==> src/rtl/add_const_pipe_pkg.sv <==
// rtl/add_const_pipe_pkg.sv - shared limits, slice-width helper and parameter checks for uncore arithmetic
package add_const_pipe_pkg;

  localparam int STAGES_MIN = 1;
  localparam int STAGES_MAX = 4;

  function automatic int slice_width(input int width, input int stages);
    return width / stages;
  endfunction

  // Stage count in range and the word splits evenly into slices.
  function automatic bit stages_ok(input int width, input int stages);
    return (width >= 1) && (stages >= STAGES_MIN) && (stages <= STAGES_MAX) &&
           ((width % stages) == 0);
  endfunction

  // The constant addend must fit in the operand width.
  function automatic bit step_ok(input int width, input longint unsigned step);
    if (width >= 64) return 1'b1;
    return step < (64'd1 << width);
  endfunction

endpackage

==> src/rtl/add_const_pipe_if.sv <==
// rtl/add_const_pipe_if.sv - operand/result valid-ready stream bundle
interface add_const_pipe_if #(
  parameter int WIDTH = 8
);
  logic             in_valid;
  logic             in_ready;
  logic [WIDTH-1:0] in_data;
  logic             out_valid;
  logic             out_ready;
  logic [WIDTH-1:0] out_data;
  logic             out_ovf;

  modport master (
    output in_valid, in_data, out_ready,
    input  in_ready, out_valid, out_data, out_ovf
  );

  modport slave (
    input  in_valid, in_data, out_ready,
    output in_ready, out_valid, out_data, out_ovf
  );
endinterface

==> src/rtl/add_const_slice.sv <==
// rtl/add_const_slice.sv - one pipeline stage: register plus SW-bit add of its slice
module add_const_slice
  import add_const_pipe_pkg::*;
#(
  parameter int WIDTH = 8,
  parameter int SW    = 4,
  parameter int IDX   = 0
) (
  input  logic             clk,
  input  logic             rst_n,
  input  logic             load,
  input  logic             prev_valid,
  input  logic [WIDTH-1:0] prev_data,
  input  logic             prev_carry,
  input  logic [SW-1:0]    step_slice,
  output logic             valid,
  output logic [WIDTH-1:0] data,
  output logic             carry
);

  logic [SW:0]      sum;
  logic [WIDTH-1:0] nxt_data;

  // Add this stage's slice; lower slices are already final, upper ones pass through.
  always_comb begin
    sum      = {1'b0, prev_data[IDX*SW +: SW]} + {1'b0, step_slice} + {{SW{1'b0}}, prev_carry};
    nxt_data = prev_data;
    nxt_data[IDX*SW +: SW] = sum[SW-1:0];
  end

  // Stage register; loading an empty predecessor inserts a bubble.
  always_ff @(posedge clk or negedge rst_n) begin
    if (!rst_n) begin
      valid <= 1'b0;
      data  <= '0;
      carry <= 1'b0;
    end else if (load) begin
      valid <= prev_valid;
      data  <= nxt_data;
      carry <= sum[SW];
    end
  end

endmodule

==> src/rtl/add_const_pipe.sv <==
// rtl/add_const_pipe.sv - pipelined add-by-constant, optional clamp under ADD_CONST_PIPE_SAT_EN
module add_const_pipe
  import add_const_pipe_pkg::*;
#(
  parameter int              WIDTH  = 8,
  parameter longint unsigned STEP   = 1,
  parameter int              STAGES = 2
) (
  input  logic             clk,
  input  logic             rst_n,
  add_const_pipe_if.slave  bus
);

  localparam int               SW     = slice_width(WIDTH, STAGES);
  localparam logic [WIDTH-1:0] STEP_V = WIDTH'(STEP);

  if (!stages_ok(WIDTH, STAGES)) begin : g_bad_stages
    $error("add_const_pipe: STAGES must be 1..4 and divide WIDTH");
  end
  if (!step_ok(WIDTH, STEP)) begin : g_bad_step
    $error("add_const_pipe: STEP does not fit in WIDTH bits");
  end

  // Index 0 is the input port, index k+1 is the output of stage k.
  logic             vld [STAGES+1];
  logic [WIDTH-1:0] dat [STAGES+1];
  logic             cry [STAGES+1];
  // rdy[k] is the load enable of stage k; rdy[STAGES] is the consumer.
  logic             rdy [STAGES+1];

  assign vld[0]       = bus.in_valid;
  assign dat[0]       = bus.in_data;
  assign cry[0]       = 1'b0;
  assign rdy[STAGES]  = bus.out_ready;
  assign bus.in_ready = rdy[0];

  for (genvar k = 0; k < STAGES; k++) begin : g_stage
    assign rdy[k] = !vld[k+1] || rdy[k+1];

    add_const_slice #(
      .WIDTH (WIDTH),
      .SW    (SW),
      .IDX   (k)
    ) u_slice (
      .clk        (clk),
      .rst_n      (rst_n),
      .load       (rdy[k]),
      .prev_valid (vld[k]),
      .prev_data  (dat[k]),
      .prev_carry (cry[k]),
      .step_slice (STEP_V[k*SW +: SW]),
      .valid      (vld[k+1]),
      .data       (dat[k+1]),
      .carry      (cry[k+1])
    );
  end

  assign bus.out_valid = vld[STAGES];
  assign bus.out_ovf   = cry[STAGES];

`ifdef ADD_CONST_PIPE_SAT_EN
  assign bus.out_data = cry[STAGES] ? {WIDTH{1'b1}} : dat[STAGES];
`else
  assign bus.out_data = dat[STAGES];
`endif

endmodule
==> src/flat_wrapper.sv <==
// flat-port wrapper written by rule: the top's interface ports become plain ports
module add_const_pipe_flat import add_const_pipe_pkg::*;
#(
  parameter int              WIDTH  = 8,
  parameter longint unsigned STEP   = 1,
  parameter int              STAGES = 2
)
  (clk, rst_n, bus_in_valid, bus_in_data, bus_out_ready, bus_in_ready, bus_out_valid, bus_out_data, bus_out_ovf);
  add_const_pipe_if #(.WIDTH(WIDTH)) bus_i ();
  input  logic clk;
  input  logic rst_n;
  input wire logic [$bits(bus_i.in_valid)-1:0] bus_in_valid;
  input wire logic [$bits(bus_i.in_data)-1:0] bus_in_data;
  input wire logic [$bits(bus_i.out_ready)-1:0] bus_out_ready;
  output wire logic [$bits(bus_i.in_ready)-1:0] bus_in_ready;
  output wire logic [$bits(bus_i.out_valid)-1:0] bus_out_valid;
  output wire logic [$bits(bus_i.out_data)-1:0] bus_out_data;
  output wire logic [$bits(bus_i.out_ovf)-1:0] bus_out_ovf;
  assign bus_i.in_valid = bus_in_valid;
  assign bus_i.in_data = bus_in_data;
  assign bus_i.out_ready = bus_out_ready;
  assign bus_in_ready = bus_i.in_ready;
  assign bus_out_valid = bus_i.out_valid;
  assign bus_out_data = bus_i.out_data;
  assign bus_out_ovf = bus_i.out_ovf;
  add_const_pipe #(.WIDTH(WIDTH), .STEP(STEP), .STAGES(STAGES)) u_core (.clk(clk), .rst_n(rst_n), .bus(bus_i));
endmodule
==> config.mk <==
export PLATFORM = sky130hd
export DESIGN_NAME = add_const_pipe_flat
export DESIGN_NICKNAME = d
export VERILOG_FILES = /design/src/rtl/add_const_pipe_pkg.sv /design/src/rtl/add_const_pipe_if.sv /design/src/rtl/add_const_slice.sv /design/src/rtl/add_const_pipe.sv /design/src/flat_wrapper.sv
export SDC_FILE = /design/constraint.sdc
export NUM_CORES = 1
export LEC_CHECK = 0
export CAP_MARGIN = 30
export CORE_MARGIN = 2
export CORE_UTILIZATION = 30
export CTS_CLUSTER_SIZE = 40
export DETAILED_ROUTE_END_ITERATION = 7
export GPL_TIMING_DRIVEN = 0
export PLACE_DENSITY = 0.5
export SLEW_MARGIN = 10
export SYNTH_ARGS = -nofsm -noshare
export SYNTH_HDL_FRONTEND = slang
export SYNTH_HIERARCHICAL = 1
export SYNTH_SLANG_ARGS = --single-unit
==> constraint.sdc <==
create_clock -name clk -period 1.5 [get_ports clk]
set_clock_uncertainty 0.05 [all_clocks]
set_input_delay 0.225 -clock clk [delete_from_list [all_inputs] [get_ports clk]]
set_output_delay 0.225 -clock clk [all_outputs]
set_load 0.02 [all_outputs]
==> flow_metrics.env, run 1 <==
export IMPL_std_cell_rows=22
export IMPL_cts_sinks=20
export IMPL_routedWlPerCell_um=11.4
export IMPL_start_util_pct=30.6
export IMPL_hold_class="in2async"
export IMPL_overflow=0
export IMPL_routabilityCongestion=0.701
export IMPL_leakage_nw=0.764
export IMPL_rsz0062_at_grt="true"
export IMPL_power_mw=1.75
export IMPL_ys_seq_elements=20
export IMPL_antenna_found_initial=0
export IMPL_synthCells=88
export IMPL_totalWireLength_um=2010
export IMPL_ys_warn_count=6
export IMPL_violations="negative setup slack"
export IMPL_drive_gt1_share_pct=26.6
export IMPL_setup_worst_path_end_class="flop"
export IMPL_maxClockFrequency_mhz=631
export IMPL_cts_root_buffer="clkbuf_8"
export IMPL_vias=760
export IMPL_drcViolationCount=0
export IMPL_cts_made_buffers=3
export IMPL_gr_usage_all_layers_pct=10.4
export IMPL_die_h_um=64.6
export IMPL_die_w_um=64.6
export IMPL_synthArstFlopShare_pct=100
export IMPL_ys_seq_area_share_pct=45.4
export IMPL_arrival_ps=1670
export IMPL_drtIter0Drc=17
export IMPL_cpPeakStageDelay_ps=410
export IMPL_finalCriticalPeriod_ps=1580
export IMPL_path_clk_slew_ps=70
export IMPL_finalSetupViolCount=3
export IMPL_worstSetupPathType="reg2reg"
export IMPL_nets=151
export IMPL_n_antenna_cell=0
export IMPL_synth_edff_count=0
export IMPL_slew_violations=0
export IMPL_worstSetupStartpointType="flop"
export IMPL_netlist_area_um2=1100
export IMPL_power_per_cell_area_nw_per_um2=1120
export IMPL_core_area_um2=3610
export IMPL_first_pass_iters=4
export IMPL_ff2ff_setup_slack_ps=-80
export IMPL_final_util_pct=43.3
export IMPL_fin_ws_ps=-83.6
export IMPL_cts_htree_levels=1
export IMPL_clk_latency_ps=250
export IMPL_crit_required_ps=1590
export IMPL_rr_endpoint="u_core/g_stage[1].u_slice/data[6]"
export IMPL_maxCapViolCount=0
export IMPL_hpwl_um=1420
export IMPL_cts_tree="done"
export IMPL_vias_per_cell=4.32
export IMPL_syn_avg_cell_area_um2=12.5
export IMPL_worstReg2RegStart="u_core/g_stage[0].u_slice/carry"
export IMPL_place_inst=167
export IMPL_period_share_pct=106
export IMPL_grt_pass1_wl_um=3310
export IMPL_stdcell_count=176
export IMPL_drtAntennaViolNets=0
export IMPL_syn2layout_area_growth_pct=41.7
export IMPL_cts_buffer_depth=2
export IMPL_peakVddDrop_mv=0.320
export IMPL_pin_count=23
export IMPL_critPathMaxFanout=2
export IMPL_port_buffers=22
export IMPL_crit_path_frequent_cell="fa_2"
export IMPL_status="finished with violations"
export IMPL_synthFlopType="dfrtp_1"
export IMPL_grt_max_degree=21
export IMPL_synth_distinct_cells=21
export IMPL_first_global_vias=760
export IMPL_die_area_um2=4180
export IMPL_cts_hold_buf=0
export IMPL_hold_viol_final=0
export IMPL_path_cells="fa_2 -> inv_2 -> fa_2 -> xnor2_2 -> mux2_4"
export IMPL_worst_r2r_path_depth=5
export IMPL_cp_slowest_cell="dfrtp_1"
synthesized netlist by cell type (all sizes together), types with 4 or more instances:
master,n,area share [%]
mux2,14,14
inv,12,4.1
fa,4,7.3
dfrtp,20,45
nor2b,4,2.3
ha,6,6.8
stage by stage:
step	hold WS [ps]	setup slack (ps)	area [µm²]	TNS, ps
CTS	464	-65.4	1500	-109
global route	230	-125	1560	-345
floorplan	-121	-53.9	1140	-53.9
finish	217	-83.6	1560	-197
global placement	430	-467	1420	-3950
detailed placement	450	-482	1420	-4060
state kept, by name, summed over array words and instances (netlist names):
register,flops
u_core/g_stage.u_slice/carry,2
u_core/g_stage.u_slice/data,16
u_core/g_stage.u_slice/valid,2
report_power, final:
group / switching [mW] / internal [mW]
logic: 0.295 / 0.335
clock network: 0.166 / 0.233
registers: 0.0632 / 0.659
routing by layer:
layer / vias to the layer above / wire, µm / part of all wire, % / global-route usage [%]
met5: - / 0 / 0 / 0
met3: 2 / 64 / 3.2 / 2.26
met2: 13 / 969 / 48 / 18.1
met4: 0 / 27 / 1.3 / 4.79
met1: 370 / 945 / 47 / 12.3
li1: 375 / - / - / -
cell type report:
cell class | count | area (µm²)
repair buffers | 27 | 288
clock buffers | 4 | 55.1
well taps | 48 | 60.1
plain buffers | 2 | 22.5
multi-input cells | 63 | 589
flip-flops and latches | 20 | 502
inverters | 12 | 45.0
fillers | 369 | 2040
worst max path at each step:
stage | startpoint | end | slack, ps | cells after the start
after floorplan | u_core/g_stage[1].u_slice/valid | u_core/g_stage[0].u_slice/data[3] | -50 | 4
after global placement | bus_out_ready | bus_in_ready | -470 | 3
after detailed placement | bus_out_ready | bus_in_ready | -480 | 3
after CTS | u_core/g_stage[0].u_slice/carry | u_core/g_stage[1].u_slice/data[6] | -70 | 5
after global routing | u_core/g_stage[0].u_slice/carry | u_core/g_stage[1].u_slice/data[6] | -120 | 5
final | u_core/g_stage[0].u_slice/carry | u_core/g_stage[1].u_slice/data[6] | -80 | 5
cell usage in the layout, fill, tap and decap left out, drive strengths merged, types with 3 or more instances in the layout:
cell           synthesis  routed
dfrtp                 20      20
inv                   12      12
mux2                  14      14
nor2b                  4       4
clkbuf                 0       4
clkdlybuf4s50          0       9
buf                    2       7
fa                     4       4
ha                     6       6
dlymetal6s2s           0       9
dlygate4sd2            0       3
conb                   2      11
worst max-delay path, delay by kind of cell (launching register included):
family / cells / cell delay (ps)
adders and majority gates: 2 / 630
DFF: 1 / 410
buffers and inverters: 1 / 70
muxes: 1 / 250
xor gates and xnor gates: 1 / 60
cell families after synthesis:
kind of cell	Yosys count	synth area share (%)
AOI/OAI and AO/OA	10	7.04
xor gates and xnor gates	2	1.59
adders and majority gates	10	14.1
buffers and inverters	14	6.13
DFF	20	45.4
muxes	16	16.1
other	2	0.681
and+or+nand+nor	14	8.97
timing repair:
item	4_1_cts	5_1_grt
endpoints found under the setup margin	10	15
buffers inserted	2	2
gates resized for setup	8	12
pin swaps	1	5
No activity file was read; power rests on OpenSTA's default activity.
==> run 2: changes to the inputs <==
--- a/config.mk
+++ b/config.mk
@@ -7,11 +7,11 @@
 export LEC_CHECK = 0
 export CAP_MARGIN = 30
 export CORE_MARGIN = 2
-export CORE_UTILIZATION = 30
+export CORE_UTILIZATION = 45
 export CTS_CLUSTER_SIZE = 40
 export DETAILED_ROUTE_END_ITERATION = 7
 export GPL_TIMING_DRIVEN = 0
-export PLACE_DENSITY = 0.5
+export PLACE_DENSITY = 0.71
 export SLEW_MARGIN = 10
 export SYNTH_ARGS = -nofsm -noshare
 export SYNTH_HDL_FRONTEND = slang
==> run 2 against run 1 <==
  * The run still ends with negative setup slack left
  * Non-clock buffer count fell by 1
  * Global-route usage rose by 5.4 points
  * Utilization rose by 21 points
  * Critical path depth did not move
  * Routed wire length fell by 4.2%
==> flow_metrics.env, run 2 (synthesized netlist as in run 1, its figures left out) <==
export IMPL_critPathMaxFanout=2
export IMPL_largest_reg_flops=16
export IMPL_layout_common_cells="19 x dfrtp_1, 14 x mux2_2, 11 x dlygate4sd2_1, 11 x inv_1, 11 x conb_1"
export IMPL_worstSetupPathType="reg2reg"
export IMPL_nFillCells=215
export IMPL_pin_count=23
export IMPL_cts_htree_levels=1
export IMPL_drtAntennaViolNets=0
export IMPL_period_share_pct=103
export IMPL_cts_tree="done"
export IMPL_syn2layout_area_growth_pct=31.7
export IMPL_peakVddDrop_mv=0.500
export IMPL_rsz0062_at_grt="true"
export IMPL_cts_made_buffers=3
export IMPL_totalWireLength_um=1920
export IMPL_overflow=0
export IMPL_stdcell_count=155
export IMPL_violations="negative setup slack"
export IMPL_fin_ws_ps=-45.1
export IMPL_gr_usage_all_layers_pct=15.9
export IMPL_finalSetupViolCount=2
export IMPL_vias_per_cell=4.92
export IMPL_maxClockFrequency_mhz=647
export IMPL_nets=150
export IMPL_power_mw=1.55
export IMPL_drtIter0Drc=5
export IMPL_clk_latency_ps=290
export IMPL_finalCriticalPeriod_ps=1550
export IMPL_tns_ps=-79.0
export IMPL_place_inst=147
export IMPL_worstSetupStartpointType="flop"
export IMPL_top_regs="u_core/g_stage.u_slice/data: 16 flops, u_core/g_stage.u_slice/carry: 2 flops, u_core/g_stage.u_slice/valid: 2 flops"
export IMPL_power_per_cell_area_nw_per_um2=1070
export IMPL_std_cell_rows=17
export IMPL_drcViolationCount=0
export IMPL_core_area_um2=2250
export IMPL_n_antenna_cell=0
export IMPL_setup_worst_path_end_class="flop"
export IMPL_die_w_um=53.5
export IMPL_arrival_ps=1680
export IMPL_die_h_um=53.5
export IMPL_vias=762
export IMPL_hpwl_um=1500
export IMPL_grt_max_degree=21
export IMPL_hold_viol_final=0
export IMPL_cts_hold_buf=0
export IMPL_routabilityCongestion=0.709
export IMPL_die_area_um2=2860
export IMPL_grt_pass1_wl_um=3240
export IMPL_routedWlPerCell_um=12.4
export IMPL_status="finished with violations"
export IMPL_slew_violations=0
export IMPL_first_pass_iters=4
export IMPL_hold_class="in2async"
export IMPL_antenna_found_initial=0
export IMPL_port_buffers=22
export IMPL_cts_root_buffer="clkbuf_4"
export IMPL_crit_required_ps=1630
export IMPL_top_register="u_core/g_stage.u_slice/data"
export IMPL_leakage_nw=0.662
export IMPL_start_util_pct=48.9
export IMPL_final_common_cell="dfrtp_1"
export IMPL_path_clk_slew_ps=110
export IMPL_cts_buffer_depth=2
export IMPL_maxCapViolCount=0
export IMPL_drive_gt1_share_pct=26.0
export IMPL_cts_sinks=20
export IMPL_first_global_vias=770
run 2: metal layers:
| layer | wire length, µm | global-route usage [%] |
|---|---|---|
| met1 | 811 | 18.9 |
| met2 | 1020 | 28.6 |
| met4 | 27 | 6.41 |
| met5 | 0 | 0 |
| met3 | 65 | 1.69 |
run 2: repair_timing:
action / CTS / global route
pin swaps: 4 / 1
endpoints found under the setup margin: 18 / 5
resized for setup: 15 / 3
setup buffers: 1 / 2
run 2: final cells by class:
cell class / count / area (µm²) / share of cell area (%)
plain buffers: 2 / 22.5 / 1.55
clock buffers: 4 / 26.3 / 1.81
inverters: 12 / 45.0 / 3.10
multi-input cells: 63 / 582 / 40.1
flip-flops and latches: 20 / 502 / 34.6
well taps: 28 / 35.0 / 2.41
repair buffers: 26 / 239 / 16.5
run 2: path summary, 6_finish.rpt:
kind	from	endpoint	slack [ps]	cells past startpoint
min in group clk	u_core/g_stage[0].u_slice/data[2]	u_core/g_stage[0].u_slice/data[2]	460	1
max	u_core/g_stage[0].u_slice/carry	u_core/g_stage[1].u_slice/data[6]	-50	5
max reg2reg	u_core/g_stage[0].u_slice/carry	u_core/g_stage[1].u_slice/data[6]	-50	5
min reg2reg	u_core/g_stage[0].u_slice/data[2]	u_core/g_stage[0].u_slice/data[2]	460	1
min	rst_n	u_core/g_stage[0].u_slice/valid	60	1
max in group asynchronous	rst_n	u_core/g_stage[1].u_slice/valid	970	2
run 2: worst max-delay path, stage by stage (launching register included):
cell     delay (ps)
dfrtp_1         390
fa_2            230
inv_2            40
fa_2            340
xnor2_1         130
mux2_2          260
run 2: power breakdown:
part | leakage [nW] | internal [mW] | switching [mW]
Clock | 0.0150 | 0.103 | 0.153
Sequential | 0.233 | 0.658 | 0.0578
Combinational | 0.414 | 0.288 | 0.291
Total | 0.662 | 1.05 | 0.502
run 2: through the flow:
stage	cell area (µm²)	setup WS, ps	util [%]	hold WS, ps
after floorplan	1140	-53.9	-	-121
after global placement	1400	-455	62.0	428
after detailed placement	1400	-449	62.0	437
after CTS	1420	-71.8	63.0	399
after global routing	1450	-129	64.4	45.3
final	1450	-45.1	64.4	58.7
==> variant 1, RTL diff (settings of run 1) <==
`STAGES` is set to 2 in 2 places; all go to 4.
--- a/src/rtl/add_const_pipe.sv
+++ b/src/rtl/add_const_pipe.sv
@@ -5,5 +5,5 @@
   parameter int              WIDTH  = 8,
   parameter longint unsigned STEP   = 1,
-  parameter int              STAGES = 2
+  parameter int              STAGES = 4
 ) (
   input  logic             clk,
--- a/src/flat_wrapper.sv
+++ b/src/flat_wrapper.sv
@@ -4,5 +4,5 @@
   parameter int              WIDTH  = 8,
   parameter longint unsigned STEP   = 1,
-  parameter int              STAGES = 2
+  parameter int              STAGES = 4
 )
   (clk, rst_n, bus_in_valid, bus_in_data, bus_out_ready, bus_in_ready, bus_out_valid, bus_out_data, bus_out_ovf);
Behaviour: not the same (Yosys sat finds a counterexample within 4 cycles, from zero or initial values and one cycle with rst_n low).
==> variant 1 against run 1 <==
  * Largest cell class is now registers
  * Area after synthesis up 72%
  * Sequential cell count grew 20
  * Largest power group unchanged
  * Power up 98%
  * Wire length is 52% higher
  * Cell area is 58% higher
  * Setup slack improved by 70 ps
  * Critical path depth shrank 1
  * The flow still finishes with violations (negative setup slack)
  * Synthesized cell count is 49% higher
==> variant 1: results (changes against run 1) <==
The run finished, with violations left. Failing checks: negative setup slack (unchanged). The logs give 56 (was 17) for the DRC marker count from the first detailed-route iteration and 1 (was 3) for the final setup violation count. The tools report the sequential element share of the synthesized area as 52.7% (was 45.4%). The tools report the arrival time reported for the critical path endpoint as 1640 ps (was 1670 ps).

Endpoint of the worst-slack reg-to-reg timing path: u_core/g_stage[2].u_slice/data[5] (was u_core/g_stage[1].u_slice/data[6]). The setup slack after placement is -407 ps (was -482 ps), and the xor and xnor area share after synthesis is 0% (was 1.59%). The first-pass GRT wire length was 5.40 mm (was 3.31 mm). The met3 capacity usage during global routing was 3.26% (was 2.26%); the final worst slack was -13.5 ps (was -83.6 ps).

The mean post-synth cell area came out at 14.5 um2 (was 12.5 um2). The logs give 1,135 (was 760) for the number of global-route vias before repair and 1000 um2 (was 502 um2) for the sequential cell area in the final layout. The latest clock arrival within the worst-skew pair came out at 280 ps (was 250 ps). The share of final-layout standard cells stronger than drive strength 1 was 35.6% (was 26.6%); the placed cell area was 2260 um2 (was 1420 um2). The static leakage power was 1.30 nW (was 0.764 nW).

The compound-gate portion of the synthesized area works out to 0.264% (was 7.04%). The HPWL after detailed placement is 2.09 mm (was 1.42 mm), and the core region area is 6030 um2 (was 3610 um2). Total length of routed met2 wires: 1.60 mm (was 969 um). Number of clock sinks: 40 (was 20). The final weighted congestion in routability-driven placement was 0.702 (was 0.701); the cell count after placement was 236 (was 167). The clock network contribution to total cell area is 5.13% (was 3.53%). For the met2 track demand over resource, the log shows 16.9% (was 18.1%).

Top cells by instance count after synthesis: 40 x sky130_fd_sc_hd__dfrtp_1, 32 x sky130_fd_sc_hd__inv_1, 27 x sky130_fd_sc_hd__mux2_4 (was 20 x sky130_fd_sc_hd__dfrtp_1, 14 x sky130_fd_sc_hd__mux2_2, 12 x sky130_fd_sc_hd__inv_1). The capturing instance or port of the critical path was u_core/g_stage[2].u_slice/data[5] (was u_core/g_stage[1].u_slice/data[6]). The logs give 199 (was 151) for the net count reported at finish and 9.86% (was 10.4%) for the global routing usage summed across all routing layers. The average routed wire per standard cell is 12.0 um (was 11.4 um). The tools report the clock buffer count in the final layout as 7 (was 4). The worst supply voltage drop on vdd came out at 0.000551 V (was 0.000320 V).
variant 1: worst min-delay path by stage:
stage,startpoint,endpoint,slack (ps),cells after the start
final,rst_n,u_core/g_stage[0].u_slice/data[6],330,2
after global routing,rst_n,u_core/g_stage[0].u_slice/data[7],350,2
after CTS,rst_n,u_core/g_stage[0].u_slice/data[7],330,2
after detailed placement,rst_n,u_core/g_stage[0].u_slice/valid,110,1
after global placement,u_core/g_stage[1].u_slice/data[2],u_core/g_stage[2].u_slice/data[2],440,1
after floorplan,rst_n,u_core/g_stage[0].u_slice/carry,-120,0
variant 1: power by group:
group | internal (mW) | switching (mW) | total, mW
Sequential | 1.34 | 0.145 | 1.49
Clock | 0.587 | 0.360 | 0.948
Combinational | 0.573 | 0.461 | 1.03
variant 1: what timing repair did:
item,4_1_cts,5_1_grt
pin swaps,3,4
gates resized for setup,16,5
hold buffers,1,0
endpoints found under the hold margin,13,0
endpoints found under the setup margin,16,10
buffers inserted,4,6
==> variant 2, RTL diff (flow settings as in run 1) <==
Made on the original files. Reset style: synchronous (`rst_n`), changed in one clocked block.
--- a/src/rtl/add_const_slice.sv
+++ b/src/rtl/add_const_slice.sv
@@ -30,5 +30,5 @@
 
   // Stage register; loading an empty predecessor inserts a bubble.
-  always_ff @(posedge clk or negedge rst_n) begin
+  always_ff @(posedge clk) begin
     if (!rst_n) begin
       valid <= 1'b0;
Formal check against the unedited RTL: differs if rst_n is asserted again (counterexample within 4 cycles, from zero or initial values and one cycle with rst_n low); with rst_n held inactive, the same outputs for 10 cycles.
==> variant 2 against run 1 <==
  * Setup slack gained 89 ps
  * Critical endpoint is now u_core/g_stage[1].u_slice/data[5]
  * Area after synthesis shrank 0.91%
  * Cell area shrank 7.6%
  * Sequential cell count is the same
  * Wire length shrank 0.60%
  * Largest cell class unchanged
  * Sequential share of layout area shrank 4.2 points
  * Highest routed layer unchanged
Power is not compared: it rests on default switching activity, and its combinational part moved more than twofold at a synthesized area within 25%.
==> variant 2: results (changes against run 1) <==
The tools report the met3 capacity usage during global routing as 1.06% (was 2.26%). The number of inserted filler cells in the final layout was 359 (was 369). The flow ran to the end, and the final reports show no timing, DRC or antenna violations. The arrival time reported for the critical path endpoint is 1710 ps (was 1670 ps).

Class of the tightest hold or removal check: reg -> reg (was in -> async). The warning count from the yosys run came out at 6 (unchanged). The average routed wire per standard cell came out at 10.7 um (was 11.4 um). The tools report the final weighted congestion in routability-driven placement as 0.696 (was 0.701). The via density per instance is 4.35 (was 4.32). The tools report the sequential cell area in the final layout as 403 um2 (was 502 um2).

The xor and xnor area share after synthesis is 1.60% (was 1.59%). The latest clock arrival within the worst-skew pair is 310 ps (was 250 ps), and the number of hold violations in the final report is 0 (unchanged). The run gives 786 (was 760) as the number of global-route vias before repair. The synthesized-area fraction occupied by adder cells was 14.2% (was 14.1%). Met1 routing resource usage after global routing: 12.3% (about the same). The share of synthesized flip-flops with an asynchronous set or reset works out to 0% (was 100%). The number of gates resized after CTS was 18 (was 8); the share of final-layout standard cells stronger than drive strength 1 was 10.6% (was 26.6%).

For the placed cell area, the log shows 1400 um2 (was 1420 um2). Cell types occupying the most area after synthesis: sky130_fd_sc_hd__dfxtp_1 37%, sky130_fd_sc_hd__mux2i_1 13%, sky130_fd_sc_hd__nor2b_1 9.2%, sky130_fd_sc_hd__fa_1 7.3%, sky130_fd_sc_hd__ha_1 6.9% (was sky130_fd_sc_hd__dfrtp_1 45%, sky130_fd_sc_hd__mux2_2 14%, sky130_fd_sc_hd__fa_1 7.3%, sky130_fd_sc_hd__ha_1 6.8%, sky130_fd_sc_hd__inv_1 4.1%). The compound-gate portion of the synthesized area works out to 7.10% (was 7.04%). The net count reported at finish is 164 (was 151).

The total length of routed met2 wires was 954 um (was 969 um). The clock transition time at the flip-flop clock pins of the worst setup and hold paths came out at 120 ps (was 70 ps). The analysis attributes to cell leakage a power of 0.728 nW.

The iteration count of the initial detailed-routing pass is 3 (was 4), and the sequential element share of the synthesized area is 36.7% (was 45.4%). Top cells by instance count after synthesis: 20 x sky130_fd_sc_hd__dfxtp_1, 16 x sky130_fd_sc_hd__nor2b_1, 14 x sky130_fd_sc_hd__mux2i_1 (was 20 x sky130_fd_sc_hd__dfrtp_1, 14 x sky130_fd_sc_hd__mux2_2, 12 x sky130_fd_sc_hd__inv_1). Clock root buffer: sky130_fd_sc_hd__clkbuf_4 (was sky130_fd_sc_hd__clkbuf_8). Detailed-routing wirelength on met1: 924 um (was 945 um).

The largest net degree at the start of global routing is 12 (was 21). The wire length on met3 is 57 um (was 64 um).
[variant 2: cell count changes in the layout (fill, tap and decap cells not counted), moves of 4 or more]
| cell | delta |
|---|---|
| sky130_fd_sc_hd__nand3_1 | +4 |
| sky130_fd_sc_hd__dfrtp_1 | -19 |
| sky130_fd_sc_hd__nor2b_1 | +12 |
| sky130_fd_sc_hd__mux2_2 | -13 |
| sky130_fd_sc_hd__inv_1 | -4 |
| sky130_fd_sc_hd__dlymetal6s2s_1 | -8 |
| sky130_fd_sc_hd__mux2i_1 | +12 |
| sky130_fd_sc_hd__dfxtp_1 | +18 |
| sky130_fd_sc_hd__dlygate4sd2_1 | +7 |
| sky130_fd_sc_hd__nand3b_1 | +4 |
[variant 2: layout make-up]
class	instances	area share [%]
plain buffers	6	4.86
well taps	46	3.99
multi-input cells	81	44.1
repair buffers	22	14.6
inverters	8	2.08
flip-flops and latches	20	27.9
clock buffers	4	2.52
[variant 2: path summary, 6_finish.rpt]
kind	from	end	slack, ps	depth (start not counted)
hold / removal	u_core/g_stage[1].u_slice/data[5]	u_core/g_stage[1].u_slice/data[5]	440	1
setup / recovery	u_core/g_stage[0].u_slice/carry	u_core/g_stage[1].u_slice/data[5]	5	5
hold reg to reg	u_core/g_stage[1].u_slice/data[5]	u_core/g_stage[1].u_slice/data[5]	440	1
setup reg to reg	u_core/g_stage[0].u_slice/carry	u_core/g_stage[1].u_slice/data[5]	5	5
[variant 2: metrics by stage]
step	TNS, ps	setup slack, ps	instances
finish	0	5.01	187
global route	-46.0	-46.0	187
detailed placement	-1870	-424	183
global placement	-1620	-404	183
floorplan	0	1.81	115
CTS	-10.8	-10.8	187
